`src/rtl/nstate_pkg.sv`:
```
// Shared types for the step controller that sequences the next-state decoder.
// Widths, the controller FSM encoding and a saturating step-count helper.
package nstate_pkg;

  localparam int STATE_W = 4;
  localparam int MOVE_W  = 2;
  localparam int CNT_W   = 8;

  typedef logic [STATE_W-1:0] state_t;
  typedef logic [MOVE_W-1:0]  move_t;
  typedef logic [CNT_W-1:0]   cnt_t;

  typedef enum logic [1:0] {
    IDLE    = 2'd0,
    EVAL    = 2'd1,
    RELEASE = 2'd2
  } ctrl_fsm_t;

  // Step counter holds at all-ones rather than wrapping.
  function automatic cnt_t sat_inc(input cnt_t c);
    return (c == '1) ? c : c + cnt_t'(1);
  endfunction

endpackage

```
`src/rtl/nstate_step_ctrl_btn_debounce.sv`:
```
// Two-flop synchronizer plus stability counter for one pushbutton.
// level_o follows the synchronized input only after it has held a new value long enough.
module btn_debounce #(
  parameter int DEBOUNCE_CYCLES = 250000
) (
  input  logic clk,
  input  logic reset,
  input  logic btn_i,
  output logic level_o
);

  localparam int CW = $clog2(DEBOUNCE_CYCLES + 1);
  localparam logic [CW-1:0] CNT_LAST = CW'(DEBOUNCE_CYCLES - 1);

  logic          sync1_q, sync2_q;
  logic          level_q, level_d;
  logic [CW-1:0] cnt_q, cnt_d;

  // Counter only runs while the input disagrees with the debounced level;
  // any agreement (a bounce back) clears it.
  always_comb begin
    level_d = level_q;
    cnt_d   = '0;
    if (sync2_q != level_q) begin
      if (cnt_q == CNT_LAST) level_d = sync2_q;
      else                   cnt_d   = cnt_q + CW'(1);
    end
  end

  always_ff @(posedge clk) begin
    if (reset) begin
      sync1_q <= 1'b0;
      sync2_q <= 1'b0;
      level_q <= 1'b0;
      cnt_q   <= '0;
    end else begin
      sync1_q <= btn_i;
      sync2_q <= sync1_q;
      level_q <= level_d;
      cnt_q   <= cnt_d;
    end
  end

  assign level_o = level_q;

endmodule

```
`src/rtl/nstate_step_ctrl.sv`:
```
// Holds the game state fed to the next-state decoder and commits the decoder
// result once per debounced step press; rejects results above MAX_STATE.
module nstate_step_ctrl
  import nstate_pkg::*;
#(
  parameter int DEBOUNCE_CYCLES = 250000,
  parameter int MAX_STATE       = 8,
  parameter int TERMINAL_STATE  = 8
) (
  input  logic       clk,
  input  logic       reset,
  input  logic       step_btn,
  input  logic [1:0] move_sw,
  input  logic [3:0] next_state,
  output logic [3:0] state,
  output logic [1:0] move,
  output logic [7:0] step_count,
  output logic       done,
  output logic       illegal
);

  localparam state_t MAX_S  = state_t'(MAX_STATE);
  localparam state_t TERM_S = state_t'(TERMINAL_STATE);

  ctrl_fsm_t fsm_q, fsm_d;
  state_t    state_q, state_d;
  move_t     move_q, move_d;
  move_t     msync1_q, msync2_q;
  cnt_t      cnt_q, cnt_d;
  logic      done_q, done_d;
  logic      illegal_q, illegal_d;
  logic      btn_lvl, btn_prev_q, press;

  btn_debounce #(
    .DEBOUNCE_CYCLES(DEBOUNCE_CYCLES)
  ) u_dbnc (
    .clk     (clk),
    .reset   (reset),
    .btn_i   (step_btn),
    .level_o (btn_lvl)
  );

  assign press = btn_lvl & ~btn_prev_q;

  always_comb begin
    fsm_d     = fsm_q;
    state_d   = state_q;
    move_d    = move_q;
    cnt_d     = cnt_q;
    illegal_d = 1'b0;
    done_d    = done_q | (state_q == TERM_S);
    case (fsm_q)
      IDLE: begin
        if (press) begin
          if (done_q) begin
            fsm_d = RELEASE;
          end else begin
            move_d = msync2_q;
            fsm_d  = EVAL;
          end
        end
      end
      // move_q was latched last cycle, so the decoder output now matches it.
      EVAL: begin
        if (next_state <= MAX_S) begin
          state_d = next_state;
          cnt_d   = sat_inc(cnt_q);
        end else begin
          illegal_d = 1'b1;
        end
        fsm_d = RELEASE;
      end
      RELEASE: begin
        if (!btn_lvl) fsm_d = IDLE;
      end
      default: fsm_d = IDLE;
    endcase
  end

  always_ff @(posedge clk) begin
    if (reset) begin
      fsm_q      <= IDLE;
      state_q    <= '0;
      move_q     <= '0;
      msync1_q   <= '0;
      msync2_q   <= '0;
      cnt_q      <= '0;
      done_q     <= 1'b0;
      illegal_q  <= 1'b0;
      btn_prev_q <= 1'b0;
    end else begin
      fsm_q      <= fsm_d;
      state_q    <= state_d;
      move_q     <= move_d;
      msync1_q   <= move_sw;
      msync2_q   <= msync1_q;
      cnt_q      <= cnt_d;
      done_q     <= done_d;
      illegal_q  <= illegal_d;
      btn_prev_q <= btn_lvl;
    end
  end

  assign state      = state_q;
  assign move       = move_q;
  assign step_count = cnt_q;
  assign done       = done_q;
  assign illegal    = illegal_q;

endmodule
```
`config.mk`:
```
export PLATFORM = sky130hd
export DESIGN_NAME = nstate_step_ctrl
export DESIGN_NICKNAME = d
export VERILOG_FILES = /design/src/rtl/nstate_pkg.sv /design/src/rtl/nstate_step_ctrl_btn_debounce.sv /design/src/rtl/nstate_step_ctrl.sv
export SDC_FILE = /design/constraint.sdc
export NUM_CORES = 1
export LEC_CHECK = 0
export CORE_MARGIN = 3
export CORE_UTILIZATION = 55
export CTS_BUF_LIST = sky130_fd_sc_hd__clkbuf_4
export CTS_CLUSTER_SIZE = 28
export DETAILED_ROUTE_END_ITERATION = 10
export PLACE_DENSITY = 0.82
export REMOVE_ABC_BUFFERS = 1
export SLEW_MARGIN = 20
export SYNTH_ARGS = -nofsm -noshare
export SYNTH_HDL_FRONTEND = slang
export SYNTH_SLANG_ARGS = --single-unit
export TNS_END_PERCENT = 1
```
`constraint.sdc`:
```
create_clock -name clk -period 5.6 [get_ports clk]
set_input_delay 1.12 -clock clk [delete_from_list [all_inputs] [get_ports clk]]
set_output_delay 1.12 -clock clk [all_outputs]
set_load 0.02 [all_outputs]
```
### After elaboration in Yosys (flattened, before gate mapping)

Index checks and enable logic that the tools add are counted.

* register bits: 44
* logic and storage cells: 44
* input bits: 9
* output and inout bits: 16

* reduce and logical (&&, ||, !) cells: 8
* multiplexer cells: 5
* add/sub/neg operators: 2
* eq/ne operators: 8
* order comparisons: 1
* bitwise operators: 7

Operator list (count)
* $add 18x1->18 const B: 1
* $eq 18x18->1 const B: 1
* $add 8x1->8 const B: 1
* $eq 8x8->1 const B: 1
* $mux 2: 3
* $pmux 2 s3: 1
* $reduce_and 2->1: 3
* $reduce_and 3->1: 2
* $not 1->1: 5
* $eq 4x4->1 const B: 1
* $le 4x4->1 const B: 1
* $ne 2x2->1 const B: 2
* $reduce_or 3->1: 1
* $eq 2x1->1 const B: 1
* $eq 2x2->1 const B: 1
* $logic_not 2->1: 1
* $reduce_or 2->1: 1
* $and 1x1->1: 1
* $mux 1: 1
* $ne 1x1->1: 1
* $or 1x1->1: 1

### Depth between registers and ports, before layout

Gate-level depths: netlist (run 1).

* depth in word-level cells: 4
* depth in mapped cells: 6
* gate-level depth less buffers: 5

### Modules after synthesis

Synthesis (run 1) repeated with hierarchy kept, for this count alone.

* cells, all modules: 206
* area, all modules: 1868.0 sq um

By module, submodules not included
* nstate_step_ctrl: instances 1, area each 954.7 sq um, cells each 102, sequential area each 460.4 sq um
* btn_debounce: instances 1, area each 913.4 sq um, cells each 104, sequential area each 420.4 sq um

### Worst setup path before layout (run 1)

No wires, ideal clock.

* kind: input -> register
* start point: input port next_state[2]
* end point: register cnt_q[4], in the netlist step_count[4]
* setup time: 0.071 ns
* slack: 3.365 ns
* arrival: 2.164 ns
* data required time: 5.529 ns
* cell stages on the path: 4
* path buffers: 0
* cells stage by stage: o31ai_4 > o211ai_1 > or3_1 > a21oi_1

* word-level cells in the longest chain between the ends: 2

RTL lines
* start: declaration: line nstate_step_ctrl.sv:14 `input logic [3:0] next_state,`
* $le 4x4->1: line nstate_step_ctrl.sv:65 `if (next_state <= MAX_S) begin`
* $reduce_and 3->1 (no line)
* end signal: assignment: line nstate_step_ctrl.sv:97 `cnt_q <= cnt_d;`
* end: declaration: line nstate_step_ctrl.sv:29 `cnt_t cnt_q, cnt_d;`

Every way passes these cells.
A chain may end at the register's enable or synchronous reset.

### Worst setup path after layout (run 1)

* start point: input port reset
* end point: register u_dbnc.cnt_q[7]

* word-level cells in the longest chain between the ends: 1

RTL lines
* start: declaration: line nstate_step_ctrl.sv:11 `input logic reset,`
* $reduce_or 3->1 (no line)
* end signal: assignment: line nstate_step_ctrl_btn_debounce.sv:40 `cnt_q <= cnt_d;`
* end: declaration: line nstate_step_ctrl_btn_debounce.sv:17 `logic [CW-1:0] cnt_q, cnt_d;`

Every way passes these cells.

==> impl_metrics.toml, run 1 <==
[clock_network]
ctsHoldBuffers = 0
numCtsBuffers = 5
cts_tree = "done"
cts_setup_buffers = 0
root_buffer = "clkbuf_4"
cts.sinks = 44
clk_path_buf_depth = 2
clk_pin_slew_ps = 130
clk_latency_ps = 360
ctsResizeCount = 0
htree_levels = 2

[route]
final_antenna_net_count = 0
wl_met1_um = 1457
drt_pre_antenna_iters = 4
wl_um = 3482
vias = 1488
wl_per_cell_um = 13.04
drc = 0
viasPerCell = 5.573
highest_layer = "met4"
wl_met2_um = 1684
drt_iter0_markers = 69
wl_met3_um = 231

[finish]
drive_gt1_frac = 0.1121
diodes = 0
fin_util = 0.7072
instances_no_fill = 267
final_common_cell = "dfxtp_1"
syn_to_final_growth_pct = 19.62
nets = 234
final_cell_mix = "44 x dfxtp_1, 24 x clkdlybuf4s50_1, 20 x nor2_1"

[synth]
synth_cells = 197
ys_types = 40
post_synth.cell_area_avg_um2 = 9.387
ys_seq_area_frac = 0.4763
syn_area_mm2 = 0.001849
yosys_warnings = 0
ys_ff_latch = 44
async_reset_ff_frac = 0
synth_flop_cell = "dfxtp_1"
synth-edff-count = 0

[global_route]
grt_pass1_vias = 1504
grt_pass1_wl_um = 6320
grtUsageTotal = 0.1975
grt_max_degree = 28
grt_antenna_before_repair = 0
grt_overflow_total = 0

[timing]
setup_slack_ps = 2958
finalCritPeriodShare = 0.4718
period_minus_slack_ps = 2642
setup_viol = 0
timing.hold.ws_ps = 454.3
fmax_mhz = 378.5
relSlewSlack = 0.3757
tightest_slew_ps = 933.5
skew_ps = 6.695
rsz0062_at_grt = "no"
setup_tns_ps = 0
final_max_slew_viol_count = 0
timing.final.hold_violations = 0

[hold_path]
hold_depth = 1
min_from = "msync1_q[0]"
hold_class = "reg2reg"
worstHoldEndpoint = "msync2_q[0]"

[die]
initial_core_util = 0.5912
rows = 20
die-height_um = 63.99
ios = 25
core_mm2 = 0.003128
dieArea_mm2 = 0.004094
die_width_um = 63.99

[placement]
pre_cts_ws_ps = 2564
hpwlAfterDp_um = 2524
io_buffers = 24
routabilityCongestion = 0.7970
placed_cells = 260

[run_status]
status = "completed"

[power]
leakage_nw = 0.7109
p_per_area_mw_per_mm2 = 257.5
ir_drop_uv = 260.8

[setup_path]
cp-end-kind = "flop"
worstReg2RegEnd = "u_dbnc.cnt_q[7]"
startpoint_type = "input port"
path_class = "in2reg"
worstReg2RegStart = "u_dbnc.cnt_q[0]"
r2r_slack_ps = 3320
cp.arrival_ps = 2880
required_ps = 5840
path_max_fanout = 27
r2r_cells = 5

[flow_run]
cap_violations = 0
[routing by layer]
layer	GRT usage	vias to the layer above
met5	0	-
met4	0.1132	0
met3	0.06854	13
met2	0.3252	46
met1	0.2194	685
li1	-	744
[critical path: stages]
cell and delay [ps]:
clkdlybuf4s50_1 1080, inv_1 210, o211ai_4 340, nor2_1 120
[synthesized netlist by cell type (all sizes together) (2+ instances only)]
master	number	area share
xnor2	12	0.057
o21ai	4	0.011
nor4	6	0.020
inv	10	0.020
nor3	7	0.019
nand4	6	0.024
nand3	11	0.032
o211ai	2	0.016
nand2	8	0.016
buf	2	0.010
ha	2	0.014
o31ai	2	0.016
a21oi	8	0.024
nor2	30	0.074
dfxtp	44	0.48
o41ai	2	0.0095
or4	2	0.012
mux2i	3	0.016
or3	5	0.017
a211oi	3	0.012
nand2b	3	0.010
xor2	4	0.019
nor2b	9	0.030
clkbuf	3	0.0061
[report_power, final]
part	internal (mW)	leakage, nW	total, mW	switching [mW]
Clock	0.137	0.0513	0.238	0.101
Combinational	0.00752	0.304	0.0161	0.00863
Sequential	0.315	0.356	0.316	0.000840
[flip-flops by register name (all words and copies together), names as in the netlist, 2 cells and up]
name          count
fsm_q             2
move              2
msync1_q          2
msync2_q          2
state             4
step_count        8
u_dbnc.cnt_q     18
[logic make-up after synthesis]
| kind of cell | count (synthesis) | share of synthesized area |
|---|---|---|
| flops | 44 | 0.4763 |
| buf+inv | 15 | 0.03653 |
| xor+xnor | 16 | 0.07578 |
| mux | 3 | 0.01624 |
| simple gates | 90 | 0.2686 |
| fa+ha+maj | 2 | 0.01353 |
| compound gates | 27 | 0.1130 |
[layout make-up]
type,instances,area [um2]
Clock buffer,5,37.54
Timing Repair Buffer,24,240.2
Inverter,10,37.54
Multi-Input combinational cell,138,900.9
Clock inverter,2,60.06
Fill cell,251,915.9
Tap cell,44,55.05
Sequential cell,44,880.8
[how the worst max path moves through the flow]
| stage | slack, ps | from | endpoint | cells after the start |
|---|---|---|---|---|
| floorplan | 3360 | next_state[2] | step_count[4] | 4 |
| global placement | 2670 | reset | u_dbnc.cnt_q[9] | 4 |
| detailed placement | 2560 | reset | u_dbnc.cnt_q[7] | 4 |
| CTS | 2960 | reset | u_dbnc.cnt_q[7] | 4 |
| global route | 2830 | reset | u_dbnc.cnt_q[7] | 4 |
| finish | 2960 | reset | u_dbnc.cnt_q[7] | 4 |
[metrics by stage]
stage                     area, um2  total power, mW
after global placement         2115           0.3384
after CTS                      2212           0.5750
final                          2212           0.5697
after floorplan                1819           0.3282
after detailed placement       2115           0.3392
after global routing           2212           0.5944
(Power assumes the default switching activity.)
==> inputs of run 2 (changes only) <==
CORE_UTILIZATION = 51   (was 55)
PLACE_DENSITY = 0.8   (was 0.82)
clock period = 2.37 ns   (was 5.6 ns; I/O delays follow)
==> impl_metrics.toml, run 2 (same netlist as run 1, synthesis figures left out) <==
[timing]
fmax_mhz = 512.8
rsz0062_at_grt = "no"
setup_tns_ps = 0
relSlewSlack = 0.6108
timing.hold.ws_ps = 453.0
final_max_slew_viol_count = 0
finalCritPeriodShare = 0.8228
skew_ps = 9.173
setup_viol = 0
tightest_slew_ps = 578.4
timing.final.hold_violations = 0
period_minus_slack_ps = 1950

[setup_path]
cp.arrival_ps = 2200
r2r_slack_ps = 420
path_max_fanout = 18
path_class = "reg2reg"
cp-end-kind = "flop"
startpoint_type = "flop"
required_ps = 2620

[flow_run]
cap_violations = 0

[placement]
routabilityCongestion = 0.7663
hpwlAfterDp_um = 2305
placed_area_mm2 = 0.002160
io_buffers = 24
placed_cells = 266

[global_route]
use_met1 = 0.2008
grt_max_degree = 27
grt_overflow_total = 0
grtUsageMet2 = 0.2454
grt_pass1_wl_um = 5382
use_met3 = 0.05612
grtUsageTotal = 0.1600
grt.busiest_layer = "met2"
grt_pass1_vias = 1223
grt_antenna_before_repair = 0

[run_status]
status = "completed"

[finish]
regArea_um2 = 880.8
largest_reg_flops = 18
instances_no_fill = 273
drive_gt1_frac = 0.1278
nets = 238
final_cell_mix = "44 x dfxtp_1, 24 x clkdlybuf4s50_1, 20 x nor2_1"
diodes = 0
final_common_cell = "dfxtp_1"
multiInputGateArea_um2 = 900.9
syn_to_final_growth_pct = 19.49
fill_cells = 303
fin_area_mm2 = 0.002210
top_register = "u_dbnc.cnt_q"

[power]
ir_drop_uv = 380.4
p_per_area_mw_per_mm2 = 508.3
p_total_mw = 1.123
leakage_nw = 0.7109

[die]
rows = 21
dieArea_mm2 = 0.004384
ios = 25
initial_core_util = 0.5414
die-height_um = 66.22
core_mm2 = 0.003416
die_width_um = 66.22

[clock_network]
cts_setup_buffers = 0
root_buffer = "clkbuf_4"
clk_path_buf_depth = 2
cts_tree = "done"
ctsHoldBuffers = 0
cts.sinks = 44
ctsResizeCount = 0
htree_levels = 2
clk_pin_slew_ps = 120
numCtsBuffers = 5
clk_latency_ps = 350

[route]
vias = 1453
wl_um = 3163
final_antenna_net_count = 0
wl_per_cell_um = 11.59
drt_pre_antenna_iters = 4
drc = 0
drt_iter0_markers = 109
viasPerCell = 5.322

[hold_path]
hold_class = "reg2reg"
==> run 2: changes by cell type in the layout (fill, tap and decap cells not counted), sizes merged <==
cell      change
bufinv        -2
buf           +4
clkinvlp      +1
clkinv        +1
==> run 2: power by group <==
part / internal, mW / switching, mW
clock: 0.108 / 0.225
sequential: 0.745 / 0.00203
combinational: 0.0217 / 0.0217
total: 0.875 / 0.249
==> run 2: per-stage QoR <==
step           worst slack, ps  utilization
2_1_floorplan            415.4            -
3_3_place_gp             242.8       0.6322
3_5_place_dp             215.8       0.6322
4_1_cts                  399.7       0.6469
5_1_grt                  331.9       0.6469
6_report                 420.0       0.6469
==> run 2: final cells by class <==
class	count	area share
Inverter	10	0.01699
Multi-Input combinational cell	138	0.4077
Timing Repair Buffer	28	0.1280
Tap cell	46	0.02605
Clock inverter	2	0.005663
Sequential cell	44	0.3986
Clock buffer	5	0.01699
==> run 2: worst max-delay path, cell delays in order, from the launching register on <==
cell      delay, ps
dfxtp_1         430
ha_1            230
nand3_2         170
or4_4           560
o211ai_4        220
buf_12          190
nor2_1           60
==> run 2: path summary, 6_finish.rpt <==
| check | cells past startpoint | to | from |
|---|---|---|---|
| worst max-delay path | 6 | u_dbnc.cnt_q[10] | u_dbnc.cnt_q[0] |
| worst min-delay path | 1 | msync2_q[1] | msync1_q[1] |
| worst max register to register | 6 | u_dbnc.cnt_q[10] | u_dbnc.cnt_q[0] |
| worst min register to register | 1 | msync2_q[1] | msync1_q[1] |
==> run 2: layer usage <==
| metal | vias to the layer above | routed length (um) |
|---|---|---|
| li1 | 747 | - |
| met5 | - | 0 |
| met2 | 32 | 1484 |
| met4 | 0 | 38 |
| met1 | 670 | 1471 |
| met3 | 4 | 168 |
==> inputs of run 3 (changes only) <==
CORE_UTILIZATION = 55   (was 51)
PLACE_DENSITY = 0.82   (was 0.8)
clock period = 1.9 ns   (was 2.37 ns; I/O delays follow)
==> impl_metrics.toml, run 3 (same netlist as run 1, synthesis figures left out) <==
[route]
wl_per_cell_um = 13.54
vias = 1558
drt_iter0_markers = 119
wl_met3_um = 179
final_antenna_net_count = 0
drc = 0
wl_um = 3831
wl_met2_um = 1951
wl_met1_um = 1640
viasPerCell = 5.505
drt_pre_antenna_iters = 4
highest_layer = "met4"

[hold_path]
min_from = "u_dbnc.sync1_q"
hold_class = "reg2reg"

[placement]
routabilityCongestion = 0.8588
hpwlAfterDp_um = 2747
io_buffers = 24
pre_cts_ws_ps = -201.4

[finish]
fin_util = 0.7428
drive_gt1_frac = 0.1799
syn_to_final_growth_pct = 25.64
regArea_um2 = 882.1
fill_cells = 223
final_cell_mix = "43 x dfxtp_1, 24 x clkdlybuf4s50_1, 20 x nor2_1"
largest_reg_flops = 18
diodes = 0
final_common_cell = "dfxtp_1"
top_register = "u_dbnc.cnt_q"
multiInputGateArea_um2 = 903.4
nets = 249

[setup_path]
cp-end-kind = "primary output"
critPathSlowestCell = "clkdlybuf4s50_1"
critical_path_cell_count = 1
cp_top_family = "buffers and inverters"
path_class = "reg2out"
path_max_fanout = 7
required_ps = 1520
r2r_slack_ps = 70
r2r_cells = 6
cp.arrival_ps = 1490
slowest_delay_ps = 650
path_buf_inv = 1
crit_path_end = "step_count[3]"
startpoint_type = "flop"
crit_chain = "clkdlybuf4s50_1"
worstReg2RegStart = "u_dbnc.cnt_q[0]"
startpoint = "step_count[3]"
worstReg2RegEnd = "u_dbnc.cnt_q[6]"

[timing]
rsz0062_at_grt = "no"
relSlewSlack = 0.6197
setup_slack_ps = 32.58
final_max_slew_viol_count = 0
fmax_mhz = 535.5
skew_ps = 6.644
timing.final.hold_violations = 0
finalCritPeriodShare = 0.9829
period_minus_slack_ps = 1867
setup_viol = 0
tightest_slew_ps = 565.2

[die]
initial_core_util = 0.5912
rows = 20
dieArea_mm2 = 0.004094
core_mm2 = 0.003128
ios = 25
die-height_um = 63.99
die_width_um = 63.99

[global_route]
grt_antenna_before_repair = 0
grt_max_degree = 27
grt_overflow_total = 0
grt_pass1_vias = 1509
grt_pass1_wl_um = 6596
grtUsageTotal = 0.2030

[power]
leakage_nw = 0.7784
p_per_area_mw_per_mm2 = 678.8
ir_drop_uv = 508.1

[clock_network]
cts.sinks = 44
clk_path_buf_depth = 2
cts_tree = "done"
numCtsBuffers = 5
root_buffer = "clkbuf_4"
clk_latency_ps = 360
clk_pin_slew_ps = 120
htree_levels = 2
cts_setup_buffers = 0

[flow_run]
cap_violations = 0

[run_status]
status = "completed"
[run 3: area by class of cell]
class                   count  share of cell area
clock buffers               6             0.01939
clock inverters             2             0.01508
inverters                  10             0.01616
well taps                  44             0.02369
multi-input cells         138              0.3888
flip-flops and latches     44              0.3796
repair buffers             39              0.1572
[run 3: what timing repair did]
action / in CTS / in global routing
endpoints found under the setup margin: 0 / 15
hold buffers: 0 / 0
resized for setup: 0 / 2
[run 3: worst min-delay path by stage]
stage / cells after the start / slack, ps / endpoint
finish: 1 / 450 / u_dbnc.sync2_q
global route: 1 / 480 / u_dbnc.sync2_q
CTS: 1 / 460 / u_dbnc.sync2_q
detailed placement: 1 / 430 / u_dbnc.sync2_q
global placement: 1 / 420 / msync2_q[0]
floorplan: 1 / 410 / msync2_q[0]
[run 3: report_power, final]
group	total (mW)	internal [mW]	leakage [nW]	switching [mW]
logic	0.0602	0.0316	0.377	0.0286
clock network	0.586	0.290	0.0456	0.296
registers	0.931	0.929	0.356	0.00216
total	1.58	1.25	0.778	0.326
[run 3: stage by stage]
stage | instance area [um2] | hold WS, ps | total power [mW] | setup TNS [ps] | instances
final | 2323 | 450.4 | 1.577 | 0 | 283
after global routing | 2323 | 475.1 | 1.626 | 0 | 283
after CTS | 2320 | 457.5 | 1.587 | 0 | 283
after detailed placement | 2240 | 428.1 | 1.012 | -532.5 | 275
after global placement | 2240 | 418.4 | 1.009 | -226.3 | 275
after floorplan | 1819 | 413.8 | 0.9674 | -584.4 | 192
[run 3: metal layers]
metal  GRT usage  vias up
li1            -      778
met1      0.2203      733
met2      0.3716       39
met3     0.04218        8
met4     0.09434        0
met5           0        -
